$ cat config.mk
export PLATFORM = sky130hd
export DESIGN_NAME = fp_preadder_pipe
export DESIGN_NICKNAME = d
export VERILOG_FILES = /design/src/rtl/fp_preadder_pipe.sv
export SDC_FILE = /design/constraint.sdc
export NUM_CORES = 1
export LEC_CHECK = 0
export CORE_MARGIN = 3
export CORE_UTILIZATION = 59
export DETAILED_ROUTE_END_ITERATION = 8
export GPL_TIMING_DRIVEN = 0
export HOLD_SLACK_MARGIN = 0.15
export PLACE_DENSITY = 0.83
export REMOVE_ABC_BUFFERS = 1
export SLEW_MARGIN = 15
export SYNTH_ARGS = -nofsm -noshare
export SYNTH_HDL_FRONTEND = slang
export SYNTH_SLANG_ARGS = --single-unit
export TNS_END_PERCENT = 20
$ cat constraint.sdc
create_clock -name clk -period 10 [get_ports clk]
set_clock_uncertainty 0.1 [all_clocks]
set_input_delay 2 -clock clk [delete_from_list [all_inputs] [get_ports clk]]
set_output_delay 2 -clock clk [all_outputs]
set_load 0.02 [all_outputs]
$ cat src/rtl/fp_preadder_pipe.sv
// Two-stage IEEE-754 add/sub pre-adder: unpack/classify/order, then align with GRS and special-case mux.
// Define FP_PREADDER_FTZ_EN to flush denormal inputs to signed zero.
module fp_preadder_pipe #(
  parameter int EXP_W = 8,
  parameter int MAN_W = 23,
  localparam int W  = 1 + EXP_W + MAN_W,
  localparam int MW = MAN_W + 5
) (
  input  logic             clk,
  input  logic             rst,
  input  logic             in_valid,
  output logic             in_ready,
  input  logic [W-1:0]     in_a,
  input  logic [W-1:0]     in_b,
  input  logic             in_op,
  output logic             out_valid,
  input  logic             out_ready,
  output logic             sign_great,
  output logic             sign_small,
  output logic [EXP_W-1:0] exp,
  output logic [MW-1:0]    man_great,
  output logic [MW-1:0]    man_small,
  output logic [W-1:0]     special_result,
  output logic             special_case,
  output logic [1:0]       loss
);

`ifdef FP_PREADDER_FTZ_EN
  localparam bit FTZ = 1'b1;
`else
  localparam bit FTZ = 1'b0;
`endif

  localparam logic [W-1:0] QNAN = {1'b0, {EXP_W{1'b1}}, 1'b1, {(MAN_W-1){1'b0}}};

  function automatic logic is_zero(input logic [W-1:0] x);
    return (x[W-2:MAN_W] == '0) && ((x[MAN_W-1:0] == '0) || FTZ);
  endfunction

  function automatic logic is_inf(input logic [W-1:0] x);
    return (&x[W-2:MAN_W]) && (x[MAN_W-1:0] == '0);
  endfunction

  function automatic logic is_nan(input logic [W-1:0] x);
    return (&x[W-2:MAN_W]) && (x[MAN_W-1:0] != '0);
  endfunction

  // {effective exponent, hidden bit, fraction}; also the magnitude ordering key
  function automatic logic [EXP_W+MAN_W:0] unpack(input logic [W-1:0] x);
    if (x[W-2:MAN_W] != '0) return {x[W-2:MAN_W], 1'b1, x[MAN_W-1:0]};
    if (is_zero(x))         return '0;
    return {EXP_W'(1), 1'b0, x[MAN_W-1:0]};
  endfunction

  // Returns {loss[1:0], aligned mantissa}; bits reaching position 0 or below fold into sticky
  function automatic logic [MW+1:0] align_small(input logic [MAN_W:0] sig,
                                                input logic [EXP_W-1:0] d);
    logic [MW-1:0] ext;
    logic [MW-1:0] shifted;
    logic [MW-1:0] mask;
    logic          sticky;
    ext = {1'b0, sig, 3'b000};
    if (int'(d) > MAN_W + 3) begin
      sticky = |sig;
      return {1'b1, sticky, {(MW-1){1'b0}}, sticky};
    end
    shifted = ext >> d;
    mask    = ~({MW{1'b1}} << (int'(d) + 1));
    sticky  = |(ext & mask);
    return {1'b0, sticky, shifted[MW-1:1], sticky};
  endfunction

  logic                 vld_p1;
  logic                 sign_g_p1, sign_s_p1;
  logic [EXP_W-1:0]     exp_g_p1, exp_s_p1;
  logic [MAN_W:0]       sig_g_p1, sig_s_p1;
  logic                 spec_p1;
  logic [W-1:0]         spec_res_p1;

  logic                 s2_adv;
  logic                 sa, sb, a_great, spec_n;
  logic [EXP_W+MAN_W:0] ua, ub;
  logic [W-1:0]         a_eff, b_eff, spec_res_n;
  logic [EXP_W-1:0]     shift_p1;
  logic [MW+1:0]        aligned_p1;

  assign s2_adv   = !out_valid || out_ready;
  assign in_ready = !rst && (!vld_p1 || s2_adv);

  // Stage 0 -> 1: unpack, classify, order by magnitude
  always_comb begin
    sa         = in_a[W-1];
    sb         = in_b[W-1] ^ in_op;
    a_eff      = {sa, in_a[W-2:0]};
    b_eff      = {sb, in_b[W-2:0]};
    ua         = unpack(in_a);
    ub         = unpack(in_b);
    a_great    = ua >= ub;
    spec_n     = 1'b1;
    spec_res_n = '0;
    if (is_nan(in_a) || is_nan(in_b))                spec_res_n = QNAN;
    else if (is_inf(in_a) && is_inf(in_b) && sa != sb) spec_res_n = QNAN;
    else if (is_inf(in_a))                           spec_res_n = a_eff;
    else if (is_inf(in_b))                           spec_res_n = b_eff;
    else if (is_zero(in_a) && is_zero(in_b))         spec_res_n = {sa & sb, {(W-1){1'b0}}};
    else if (is_zero(in_a))                          spec_res_n = b_eff;
    else if (is_zero(in_b))                          spec_res_n = a_eff;
    else                                             spec_n     = 1'b0;
  end

  always_ff @(posedge clk) begin
    if (rst)           vld_p1 <= 1'b0;
    else if (in_ready) vld_p1 <= in_valid;
    if (in_valid && in_ready) begin
      sign_g_p1              <= a_great ? sa : sb;
      sign_s_p1              <= a_great ? sb : sa;
      {exp_g_p1, sig_g_p1}   <= a_great ? ua : ub;
      {exp_s_p1, sig_s_p1}   <= a_great ? ub : ua;
      spec_p1                <= spec_n;
      spec_res_p1            <= spec_res_n;
    end
  end

  // Stage 1 -> 2: align smaller mantissa, mux special results
  assign shift_p1   = exp_g_p1 - exp_s_p1;
  assign aligned_p1 = align_small(sig_s_p1, shift_p1);

  always_ff @(posedge clk) begin
    if (rst) begin
      out_valid      <= 1'b0;
      sign_great     <= 1'b0;
      sign_small     <= 1'b0;
      exp            <= '0;
      man_great      <= '0;
      man_small      <= '0;
      special_result <= '0;
      special_case   <= 1'b0;
      loss           <= '0;
    end else if (s2_adv) begin
      out_valid <= vld_p1;
      if (vld_p1) begin
        special_case   <= spec_p1;
        special_result <= spec_p1 ? spec_res_p1 : '0;
        sign_great     <= !spec_p1 && sign_g_p1;
        sign_small     <= !spec_p1 && sign_s_p1;
        exp            <= spec_p1 ? '0 : exp_g_p1;
        man_great      <= spec_p1 ? '0 : {1'b0, sig_g_p1, 3'b000};
        man_small      <= spec_p1 ? '0 : aligned_p1[MW-1:0];
        loss           <= spec_p1 ? '0 : aligned_p1[MW+1:MW];
      end
    end
  end

endmodule
==> run_results.csv <==
group,metric,value,unit
clock_network,cts_tree,"done",
critical_path,r2r_start,"exp_g_p1[0]",
placement,dp_cells,1542,
timing,maxClockFrequency,157,MHz
critical_path,startpoint_type,"input pin",
pwr,ir_drop,0.126,mV
logic_synthesis,synth-seq-cells,196,
detailed_routing,dr_wl_met2,14200,µm
placement,hpwlAfterDp,21100,µm
worst_hold_path,min_to,"man_great[24]",
worst_hold_path,min-delay-start,"man_great[24]",
clock_network,clkTransAtPathRegs,0.07,ns
detailed_routing,drt-pass1-iter-count,5,
critical_path,worstPathRequired,10.09,ns
floorplan,die-area,20200,µm²
critical_path,worstSetupPathType,"input pin to flop",
critical_path,arrival,6.45,ns
detailed_routing,vias_per_cell,6.13,
global_route,grtUsageTotal,0.289,
logic_synthesis,synthArstFlopShare,0,
floorplan,die_x,142,µm
logic_synthesis,synth_cells,1238,
timing,fin_crit_sh,0.636,
clock_network,hold_buffers,0,
detailed_routing,drtAntennaViolNets,0,
clock_network,root_buffer,"clkbuf_16",
cells_and_area,area_delta_synth_final,22.1,%
global_route,antenna_found_initial,0,
logic_synthesis,yosys_warnings,0,
logic_synthesis,syn_area,11000,µm²
cells_and_area,final_util,0.739,
detailed_routing,wl_met1,12600,µm
logic_synthesis,ys_seq_area_frac,0.449,
logic_synthesis,ys.flop_type,"edfxtp_1",
placement,globalplace.congestion,0.931,
global_route,grt_pass1_vias,9290,
critical_path,end_kind,"flop",
floorplan,boundaryPins,172,
critical_path,critical_path_peak_fanout,23,
pwr,p_per_area,156,nW/µm²
global_route,grt_pass1_wl,47200,µm
detailed_routing,drcViolationCount,0,
clock_network,cts_resized,0,
global_route,grt_max_degree,56,
timing,drv_slew,0,
logic_synthesis,synth_top_area_frac,0.271,
cells_and_area,finalNonFillerCells,1574,
clock_network,clock_latency,0.45,ns
cells_and_area,drive_above_1_share,0.0885,
critical_path,cp_top_family,"compound AO/OA/AOI/OAI gates",
cells_and_area,final_nets,1444,
global_route,overflow,0,
floorplan,core_area,18100,µm²
clock_network,clockBufferDepth,2,
critical_path,reg2reg_depth,13,
logic_synthesis,yosys.area.top_type,"edfxtp_1",
floorplan,fp-row-count,49,
placement,portBuffers,166,
floorplan,die_h,142,µm
timing,relSlewSlack,0.283,
timing,hold_violations,0,
run_status,status,"finished clean",
worst_hold_path,min_path_type,"flop to flop",
detailed_routing,drt_iter0_markers,890,
clock_network,htreeDepth,4,
critical_path,r2r_end,"man_small[0]",
timing,finalSetupViolCount,0,
timing,rsz0062_at_grt,"false",
logic_synthesis,avgSynthCellArea,8.85,µm²
detailed_routing,wl_per_cell,18.8,µm
floorplan,start_util,0.606,
detailed_routing,routed_wl,29500,µm
critical_path,path_cells,"clkdlybuf4s50_1, nor4_1, nand4_1, nor2_1, nand2_1, o21ai_0, inv_1, ha_1, a21o_1, a21o_1, a21oi_1, o21ai_0, a221oi_4, buf_6, buf_6, mux2_2",
clock_network,cts_setup_buffers,0,
timing,tightest_slew,1.07,ns
timing,period_minus_slack,6.36,ns
logic_synthesis,yosys-top-cells-area,"edfxtp_1 27%, dfxtp_1 18%, nand2_1 5.8%, a21oi_1 5.4%, ha_1 4.8%",
worst_hold_path,holdPathStages,2,
critical_path,slowest_stage,"clkdlybuf4s50_1",
detailed_routing,vias,9642,
critical_path,critical_path_buf_inv_count,4,
cells_and_area,n_antenna_cell,0,
detailed_routing,dr.max_layer_used,"met4",
logic_synthesis,synth_edf_count,99,
detailed_routing,wl_met3,1880,µm
pwr,p_leak,5.03,nW
critical_path,critPathMaxStageDelay,0.60,ns
clock_network,clock-sinks,196,
run,maxCapViolCount,0,
clock_network,numCtsBuffers,17,
logic_synthesis,synthDistinctLibCells,71,
critical_path,ff2ff_setup_slack,4.89,ns
## metrics by stage
step                area, µm²  hold WS [ns]  total power (W)  setup TNS, ns  worst slack [ns]
detailed placement      12800         0.343          0.00141              0              3.33
finish                  13400         0.349          0.00209              0              3.64
global route            13400         0.369          0.00217              0              3.46
global placement        12500         0.337          0.00139          -4.79            -0.533
floorplan               10500         0.394          0.00123              0              2.36
CTS                     13400         0.353          0.00208              0              3.77
## area by class of cell
type,count,area (µm²)
clock buffers,19,443
clock inverters,13,135
fillers,1295,4710
inverters,47,176
multi-input cells,888,5490
flip-flops and latches,196,4910
well taps,229,287
repair buffers,182,1920
## worst register-to-register path, delay by kind of cell (launching register included)
kind	cells	cell delay [ns]
AOI/OAI and AO/OA	2	0.45
xor gates and xnor gates	1	0.41
adders and majority gates	3	1.88
buffers and inverters	2	0.74
DFF	1	0.32
and+or+nand+nor	5	1.08
## layer usage
layer  track usage  up-vias
met5             0        -
met4         0.103        0
met3        0.0548       67
met2         0.473      424
met1         0.387     4579
li1              -     4572
## registers in the layout, summed over array words and instances, names as in the netlist, 8 cells and up
signal,cells
exp,8
exp_g_p1,8
exp_s_p1,8
man_great,24
man_small,27
sig_g_p1,24
sig_s_p1,24
spec_res_p1,32
special_result,32
## cell usage after synthesis (all sizes together) (2+ instances only)
cell    count
a22oi      26
nor4       19
or4         3
o22ai       6
nand3      48
mux2       44
buf        23
nand3b     35
nor3b       3
a22o        3
and2        7
mux2i      21
edfxtp     99
nand2b      3
or2         2
xnor2       6
o21ai      73
nor2b       9
dfxtp      97
a221oi      3
a211oi      6
a21o       17
nor3       22
and3        3
a32oi       2
xor2        5
inv        47
nor2      127
o31ai       4
a21oi     119
ha         42
a31oi       5
clkbuf     88
nand2     168
o31a        4
o21a        4
o211ai      6
nand4      15
a311o       2
o2111a      2
## logic make-up after synthesis
group / synth area share
other: 0.000342
xor gates and xnor gates: 0.0129
AOI/OAI and AO/OA: 0.167
DFF: 0.449
muxes: 0.0644
buffers and inverters: 0.0573
and+or+nand+nor: 0.200
adders and majority gates: 0.0498
## worst max-delay path by stage
stage | to | cells after the start | startpoint
global placement | sig_s_p1[10] | 14 | in_a[22]
finish | sig_g_p1[21] | 16 | in_a[22]
CTS | sig_g_p1[21] | 16 | in_a[22]
floorplan | exp_g_p1[1] | 12 | in_a[26]
detailed placement | sig_g_p1[15] | 16 | in_a[22]
global route | sig_g_p1[15] | 16 | in_a[22]
## layout by cell type (no fill, tap or decap), types with 5 or more instances in the layout
master and instances:
edfxtp_1 99, o21ai_0 65, mux2_2 44, clkdlybuf4s50_1 165, inv_1 47, o211ai_1 6, clkbuf_16 17, and2_1 6
nand4_1 15, mux2i_1 21, buf_8 7, nor2b_1 8, ha_1 41, nor3_1 20, nor4_1 19, nand3b_1 35
dfxtp_1 97, nor2_1 127, a22oi_1 26, a31oi_1 5, conb_1 5, a21o_1 17, nand3_1 48, a21oi_1 118
o21ai_1 7, nand2_1 168
## where the power goes
part           total, W  leakage [nW]  internal [W]  switching (W)
registers      0.000895          1.77      0.000877      0.0000185
logic          0.000508          2.98      0.000197       0.000311
clock network  0.000683         0.282      0.000340       0.000343
No activity file was read; power rests on OpenSTA's default activity.
